### src/rtl/sdram_arbiter.sv
// Two-master Avalon-MM arbiter sharing one SDRAM controller port, with a tag FIFO for pipelined reads.
// Optional build macro SDRAM_ARB_M0_PRIORITY_EN: fixed m0 priority on ties instead of round-robin.
module sdram_arbiter #(
    parameter int unsigned MAX_PENDING = 8,
    parameter int unsigned PEND_W      = 4
) (
    input  logic              clk,
    input  logic              rst,
    input  logic [31:0]       m0_address,
    input  logic              m0_read,
    input  logic              m0_write,
    input  logic [31:0]       m0_writedata,
    input  logic [3:0]        m0_byteenable,
    output logic [31:0]       m0_readdata,
    output logic              m0_waitrequest,
    output logic              m0_readdatavalid,
    input  logic [31:0]       m1_address,
    input  logic              m1_read,
    input  logic              m1_write,
    input  logic [31:0]       m1_writedata,
    input  logic [3:0]        m1_byteenable,
    output logic [31:0]       m1_readdata,
    output logic              m1_waitrequest,
    output logic              m1_readdatavalid,
    output logic [31:0]       sdram_address,
    output logic              sdram_read,
    output logic              sdram_write,
    output logic [31:0]       sdram_writedata,
    output logic [3:0]        sdram_byteenable,
    input  logic [31:0]       sdram_readdata,
    input  logic              sdram_waitrequest,
    input  logic              sdram_readdatavalid,
    output logic [PEND_W-1:0] pending,
    output logic              rdv_error
);

    localparam int unsigned PTR_W = (MAX_PENDING > 1) ? $clog2(MAX_PENDING) : 1;
    localparam logic [PEND_W-1:0] FULL_CNT = PEND_W'(MAX_PENDING);

    logic                   lock_q;
    logic                   lock_id_q;
    logic [MAX_PENDING-1:0] tag_q;
    logic [PTR_W-1:0]       head_q;
    logic [PTR_W-1:0]       tail_q;
    logic [PEND_W-1:0]      count_q;
    logic                   rdv_error_q;

    logic pop, room, elig0, elig1, tie_id;
    logic sel_valid, sel_id, sel_elig, sel_wr_req, sel_rd_req;
    logic issued, accept, push, head_id;

`ifdef SDRAM_ARB_M0_PRIORITY_EN
    assign tie_id = 1'b0;
`else
    // Preferred master for the next tie; holds the inverse of the last winner so reset favours m0.
    logic pref_q;

    always_ff @(posedge clk or posedge rst) begin
        if (rst) begin
            pref_q <= 1'b0;
        end else if (accept) begin
            pref_q <= ~sel_id;
        end
    end

    assign tie_id = pref_q;
`endif

    // A return in the same cycle frees a slot, so a full FIFO can still take a read.
    assign pop   = sdram_readdatavalid & (count_q != '0);
    assign room  = (count_q != FULL_CNT) | pop;
    assign elig0 = m0_write | (m0_read & room);
    assign elig1 = m1_write | (m1_read & room);

    always_comb begin
        sel_valid = 1'b0;
        sel_id    = 1'b0;
        if (lock_q) begin
            sel_valid = 1'b1;
            sel_id    = lock_id_q;
        end else if (elig0 && elig1) begin
            sel_valid = 1'b1;
            sel_id    = tie_id;
        end else if (elig0) begin
            sel_valid = 1'b1;
            sel_id    = 1'b0;
        end else if (elig1) begin
            sel_valid = 1'b1;
            sel_id    = 1'b1;
        end
    end

    assign sel_elig   = sel_id ? elig1 : elig0;
    assign sel_wr_req = sel_id ? m1_write : m0_write;
    assign sel_rd_req = sel_id ? m1_read : m0_read;

    // Write wins when a master illegally asserts both strobes.
    assign sdram_write = sel_valid & sel_elig & sel_wr_req;
    assign sdram_read  = sel_valid & sel_elig & ~sel_wr_req & sel_rd_req;

    always_comb begin
        sdram_address    = '0;
        sdram_writedata  = '0;
        sdram_byteenable = '0;
        if (sel_valid) begin
            sdram_address    = sel_id ? m1_address    : m0_address;
            sdram_writedata  = sel_id ? m1_writedata  : m0_writedata;
            sdram_byteenable = sel_id ? m1_byteenable : m0_byteenable;
        end
    end

    assign m0_waitrequest = ~(sel_valid & ~sel_id & elig0) | sdram_waitrequest;
    assign m1_waitrequest = ~(sel_valid &  sel_id & elig1) | sdram_waitrequest;

    assign issued = sdram_read | sdram_write;
    assign accept = issued & ~sdram_waitrequest;
    assign push   = sdram_read & ~sdram_waitrequest;

    assign head_id          = tag_q[head_q];
    assign m0_readdata      = sdram_readdata;
    assign m1_readdata      = sdram_readdata;
    assign m0_readdatavalid = pop & ~head_id;
    assign m1_readdatavalid = pop &  head_id;
    assign pending          = count_q;
    assign rdv_error        = rdv_error_q;

    // Grant lock: a stalled command keeps the port until the slave accepts it.
    always_ff @(posedge clk or posedge rst) begin
        if (rst) begin
            lock_q    <= 1'b0;
            lock_id_q <= 1'b0;
        end else if (accept) begin
            lock_q <= 1'b0;
        end else if (issued) begin
            lock_q    <= 1'b1;
            lock_id_q <= sel_id;
        end
    end

    always_ff @(posedge clk or posedge rst) begin
        if (rst) begin
            tag_q   <= '0;
            head_q  <= '0;
            tail_q  <= '0;
            count_q <= '0;
        end else begin
            if (push) begin
                tag_q[tail_q] <= sel_id;
                tail_q        <= tail_q + PTR_W'(1);
            end
            if (pop) begin
                head_q <= head_q + PTR_W'(1);
            end
            if (push && !pop) begin
                count_q <= count_q + PEND_W'(1);
            end else if (pop && !push) begin
                count_q <= count_q - PEND_W'(1);
            end
        end
    end

    always_ff @(posedge clk or posedge rst) begin
        if (rst) begin
            rdv_error_q <= 1'b0;
        end else if (sdram_readdatavalid && count_q == '0) begin
            rdv_error_q <= 1'b1;
        end
    end

endmodule

### config.mk
export PLATFORM = sky130hd
export DESIGN_NAME = sdram_arbiter
export DESIGN_NICKNAME = d
export VERILOG_FILES = /design/src/rtl/sdram_arbiter.sv
export SDC_FILE = /design/constraint.sdc
export NUM_CORES = 1
export LEC_CHECK = 0
export BUFFER_PORTS_ARGS = -buffer_cell sky130_fd_sc_hd__buf_4
export CAP_MARGIN = 20
export CORE_AREA = 4 4 123 125
export DETAILED_ROUTE_END_ITERATION = 12
export DIE_AREA = 0 0 127 129
export PLACE_DENSITY = 0.56
export SYNTH_ARGS = -nofsm -noshare
export SYNTH_HDL_FRONTEND = slang
export SYNTH_SLANG_ARGS = --single-unit
### constraint.sdc
create_clock -name clk -period 3.75 [get_ports clk]
set_clock_uncertainty 0.1 [all_clocks]
set_input_delay 0.5625 -clock clk [delete_from_list [all_inputs] [get_ports clk]]
set_output_delay 0.5625 -clock clk [all_outputs]
set_load 0.02 [all_outputs]
Word-level counts from Yosys, hierarchy flattened
Index checks and enable logic that the tools add are counted.
{"block": "word_totals", "reg_bits": 22, "in_bits": 176, "out_inout_bits": 143, "wordCells": 81}
{"block": "classes", "n_addsub": 4, "order_cmp": 3, "eq_ne": 1, "mux": 25, "n_bitwise": 28, "n_reduce_logical": 12}
{"cell": "2-to-1 mux 32 bit", "count": 4}
{"cell": "2-to-1 mux 4 bit", "count": 4}
{"cell": "AND 1 bit", "count": 15}
{"cell": "2-to-1 mux 1 bit", "count": 14}
{"cell": "bitwise mux 8 bit", "count": 1}
{"cell": "< comparator 3 x 4 -> 1 bit, second input constant", "count": 2}
{"cell": "inverter 1 bit", "count": 7}
{"cell": "adder 3 x 1 -> 3 bit, second input constant", "count": 2}
{"cell": "OR 1 bit", "count": 6}
{"cell": "logical AND 1 bit", "count": 5}
{"cell": "adder 4 x 1 -> 4 bit, second input constant", "count": 1}
{"cell": "zero test 4 bit", "count": 1}
{"cell": "inequality test 4 bit, second input constant", "count": 1}
{"cell": "nonzero test 2 bit", "count": 2}
{"cell": "nonzero test 4 bit", "count": 1}
{"cell": "subtractor 4 x 1 -> 4 bit, second input constant", "count": 1}
{"cell": "binary-select mux 1 bit (select 3 bit)", "count": 1}
{"cell": "demux 1 bit (select 3 bit)", "count": 1}
{"cell": "greater-or-equal comparator 3 x 1 -> 1 bit, second input constant", "count": 1}
{"cell": "zero test 1 bit", "count": 2}
{"cell": "AND reduction 2 bit", "count": 1}

Depth between registers and ports, before layout
{"block": "depth", "depth_word": 18, "ltp_mapped": 14}

Least setup slack after synthesis
No wires, ideal clock.
{"block": "synth_timing", "path_kind": "register -> register", "startpoint": "reg count_q[0] (netlist: pending[0])", "endpoint": "reg count_q[3] (netlist: pending[3])", "t_arrival_ns": 3.031, "slack_ns": 0.484, "path_stages_with_launch": 15, "n_path_buf": 1, "period_less_slack_ns": 3.266, "cell_sequence": "dfrtp_1 -> or3_1 -> buf_2 -> o41ai_4 -> o2bb2ai_1 -> a22oi_2 -> and2_1 -> ha_1 -> inv_1 -> ha_1 -> a21o_1 -> a21oi_1 -> xnor2_1 -> nor2_1 -> xor2_1"}
{"block": "synth_between", "elab_chain_len": 17}
{"item": "start: declaration", "line": "45", "text": "logic [PEND_W-1:0] count_q;"}
{"item": "start signal: assignment", "line": "155", "text": "count_q <= count_q + PEND_W'(1);"}
{"item": "start signal: assignment", "line": "157", "text": "count_q <= count_q - PEND_W'(1);"}
{"item": "nonzero test 4 bit", "line": "70", "text": "assign pop = sdram_readdatavalid & (count_q != '0);"}
{"item": "AND 1 bit", "line": "70"}
{"item": "OR 1 bit (*)", "line": "71", "text": "assign room = (count_q != FULL_CNT) | pop;"}
{"item": "AND 1 bit", "line": "73", "text": "assign elig1 = m1_write | (m1_read & room);"}
{"item": "OR 1 bit", "line": "73"}
{"item": "2-to-1 mux 1 bit", "line": "87", "text": "end else if (elig1) begin"}
{"item": "2-to-1 mux 1 bit", "line": "84", "text": "end else if (elig0) begin"}
{"item": "2-to-1 mux 1 bit", "line": "81", "text": "end else if (elig0 && elig1) begin"}
{"item": "(+2 left out)"}
{"item": "AND 1 bit / inverter 1 bit (equally long branches)", "line": "99", "text": "assign sdram_read = sel_valid & sel_elig & ~sel_wr_req & sel_rd_req;"}
{"item": "AND 1 bit", "line": "99"}
{"item": "AND 1 bit (*)", "line": "99"}
{"item": "AND 1 bit (*)", "line": "117", "text": "assign push = sdram_read & ~sdram_waitrequest;"}
{"item": "named net push", "line": "50", "text": "logic issued, accept, push, head_id;"}
{"item": "zero test 1 bit", "line": "156", "text": "end else if (pop && !push) begin"}
{"item": "logical AND 1 bit", "line": "156"}
{"item": "nonzero test 2 bit (no source line)"}
Mark *: on every way through the listed nets, which the timed path passes. The rest lies on a longest branch. The select of a mux whose other input is x is not followed.
A chain may end at the register's enable or synchronous reset.

Worst setup path in the final report
Same ends and word-level chain as after synthesis.

==> flow_metrics.tcl <==
set metrics [dict create \
    final_nets 737 \
    hp-start "rdv_error" \
    wl_per_cell_um 16.4 \
    fmax_mhz 290 \
    first_pass_iters 4 \
    rsz0062_at_grt "no" \
    relSlewSlack_pct 43.9 \
    regToRegStartpoint "pending[0]" \
    vias 3139 \
    cp-end-kind "flop" \
    p_switching_mw 1.84 \
    syn_inst 411 \
    ant_nets 0 \
    powerDensity_mw_per_mm2 829 \
    status "finished clean" \
    synth_seq_area_share_pct 20.1 \
    clock_latency_ps 260 \
    viasPerCell 4.28 \
    finalHoldViolations 0 \
    synth_warnings 0 \
    setup_viol 0 \
    netlist_area_mm2 0.00274 \
    hold_class "reg2reg" \
    hpwl_um 10300 \
    gp_congestion 0.897 \
    dp_cells 729 \
    vdd_drop_max_mv 0.414 \
    maxSlewViolCount 0 \
    cts_tree "yes" \
    post-route-cell-area_mm2 0.00425 \
    grt_max_degree 80 \
    initialDrtViolationCount 66 \
    pwr-share-comb_pct 78.1 \
    worstPathRequired_ps 3790 \
    overflow 0 \
    path_class "reg2reg" \
    die_h_um 129 \
    postPlaceCellArea_mm2 0.00413 \
    critPathLaunch "pending[0]" \
    core.rowCount 43 \
    internal_power_mw 1.69 \
    synth.avg_cell_area_um2 6.68 \
    r2r_slack_ps 300 \
    holdBufCountCts 0 \
    yosysUniqueCellTypes 35 \
    cts.sinks 22 \
    worstMarginPinSlew_ps 841 \
    root_buffer "clkbuf_16" \
    htree_levels 1 \
    sw_frac_of_total_pct 52.1 \
    synth_seq_cells 22 \
    die_x_um 127 \
    port_buffers 222 \
    max-cap-violations 0 \
    mostFrequentLayoutCells "227 x buf_4, 141 x nand2_1, 71 x o21ai_0" \
    finalNonFillerCells 734 \
    pin_count 319 \
    p_clk_share_pct 8.5 \
    synth_edf_count 0 \
    critPathArrivalTime_ps 3490 \
    tns_ps 0 \
    routed_wl_um 12000 \
    dieArea_mm2 0.0164 \
    synth_ff_type "dfrtp_1" \
    start_kind "flop" \
    diodes 0 \
    grt_first_pass_wirelength_um 17100 \
    period_minus_slack_ps 3450 \
    syn_to_final_growth_pct 54.9 \
    crit_fanout 6 \
    drc_errors 0 \
    antenna_found_initial 0 \
    fin_crit_sh_pct 91.9 \
    track_usage_pct 13.0 \
    syn_nets 593 \
    drive_gt1_share_pct 45.1 \
    sequentialPowerShare_pct 13.4 \
    clkTransAtPathRegs_ps 60 \
    grt_pass1_vias 3130 \
    cts_buffer_depth 2 \
    initial_utilization_pct 19.8 \
    mostFrequentLayoutCell "buf_4" \
    synthArstFlopShare_pct 100 \
    nFillCells 1534 \
    cts_buffers 3 \
    p_leak_nw 2.26 \
    core_mm2 0.0139 \
]
[final timing paths]
path	end	cells after the start
setup / recovery	pending[3]	13
hold / removal	rdv_error	1
setup reg to reg	pending[3]	13
hold reg to reg	rdv_error	1
max in group asynchronous	pending[0]	2
min in group asynchronous	tag_q[5]	2
[routing by layer]
layer,vias to the layer above,GRT usage [%],wire length (um)
met5,-,0,0
met4,0,2.59,170
met3,15,7.64,1760
met2,197,22.5,5890
met1,1360,13.9,4200
li1,1567,-,-
[power groups by stage]
stage          Sequential, mW  Combinational (mW)  Clock, mW
6_report                0.473                2.75      0.298
3_3_place_gp            0.468                2.75          0
2_1_floorplan           0.468                1.66          0
3_5_place_dp            0.475                2.79          0
4_1_cts                 0.474                2.80      0.302
5_1_grt                 0.494                2.99      0.313
[kinds of logic (layout without fill, tap and decap cells)]
| group | count (synthesis) | count (layout) | share of synthesized area (%) |
|---|---|---|---|
| flip-flops | 22 | 22 | 20.1 |
| buffers and inverters | 96 | 239 | 22.4 |
| multiplexers | 18 | 18 | 8.07 |
| XOR/XNOR | 8 | 8 | 2.55 |
| adder cells (fa/ha/maj) | 6 | 6 | 3.01 |
| AND/OR/NAND/NOR | 175 | 175 | 26.1 |
| AO/OA/AOI/OAI | 86 | 86 | 17.8 |
[synth_stat cells, types with 4 or more instances]
cell        n  area share (%)
nand2_1   141              19
o21ai_0    71              13
buf_4      64              18
dfrtp_1    22              20
clkbuf_1   18             2.5
mux2_2     10             4.1
nor2_1     10             1.4
buf_2       6             1.1
inv_1       6            0.82
ha_1        5             2.3
nand3_1     5            0.91
nor2b_1     5             1.1
xnor2_1     5             1.6
a21boi_0    4             1.1
nand2b_1    4            0.91
[repair_timing]
item	4_1_cts	5_1_grt
endpoints found under the setup margin	0	1
resized for setup	0	1
buffers inserted	0	1
[cell type report]
class                           count  area, um2  area share (%)
Timing Repair Buffer              229       1740            41.0
Multi-Input combinational cell    293       1600            37.7
Sequential cell                    22        551            13.0
Tap cell                          180        225            5.30
Clock buffer                        3       75.1            1.77
Clock inverter                      1       30.0           0.707
Inverter                            6       22.5           0.530
[critical path: stages, from the launching register on]
cell	delay, ps
dfrtp_1	460
or3_4	450
o41ai_4	450
o2bb2ai_1	170
a22oi_2	200
and2_1	210
ha_1	210
inv_1	90
ha_1	290
a21o_1	180
a21oi_1	180
xnor2_1	140
nor2_1	70
xor2_1	140
[registers in the layout (all words and copies together) (netlist names)]
signal and cells:
lock_id_q 1, pending 4, tag_q 8, tail_q 3, lock_q 1, rdv_error 1, head_q 3, pref_q 1
[stage by stage]
step / hold WS, ps / setup slack [ps] / total power [mW] / utilization (%)
after global placement: 342 / 362 / 3.22 / 29.8
after detailed placement: 355 / 205 / 3.26 / 29.8
after floorplan: 359 / 484 / 2.12 / -
final: 369 / 303 / 3.52 / 30.6
after CTS: 369 / 199 / 3.58 / 30.5
after global routing: 401 / 84.0 / 3.80 / 30.6
No activity file was read; power rests on OpenSTA's default activity.
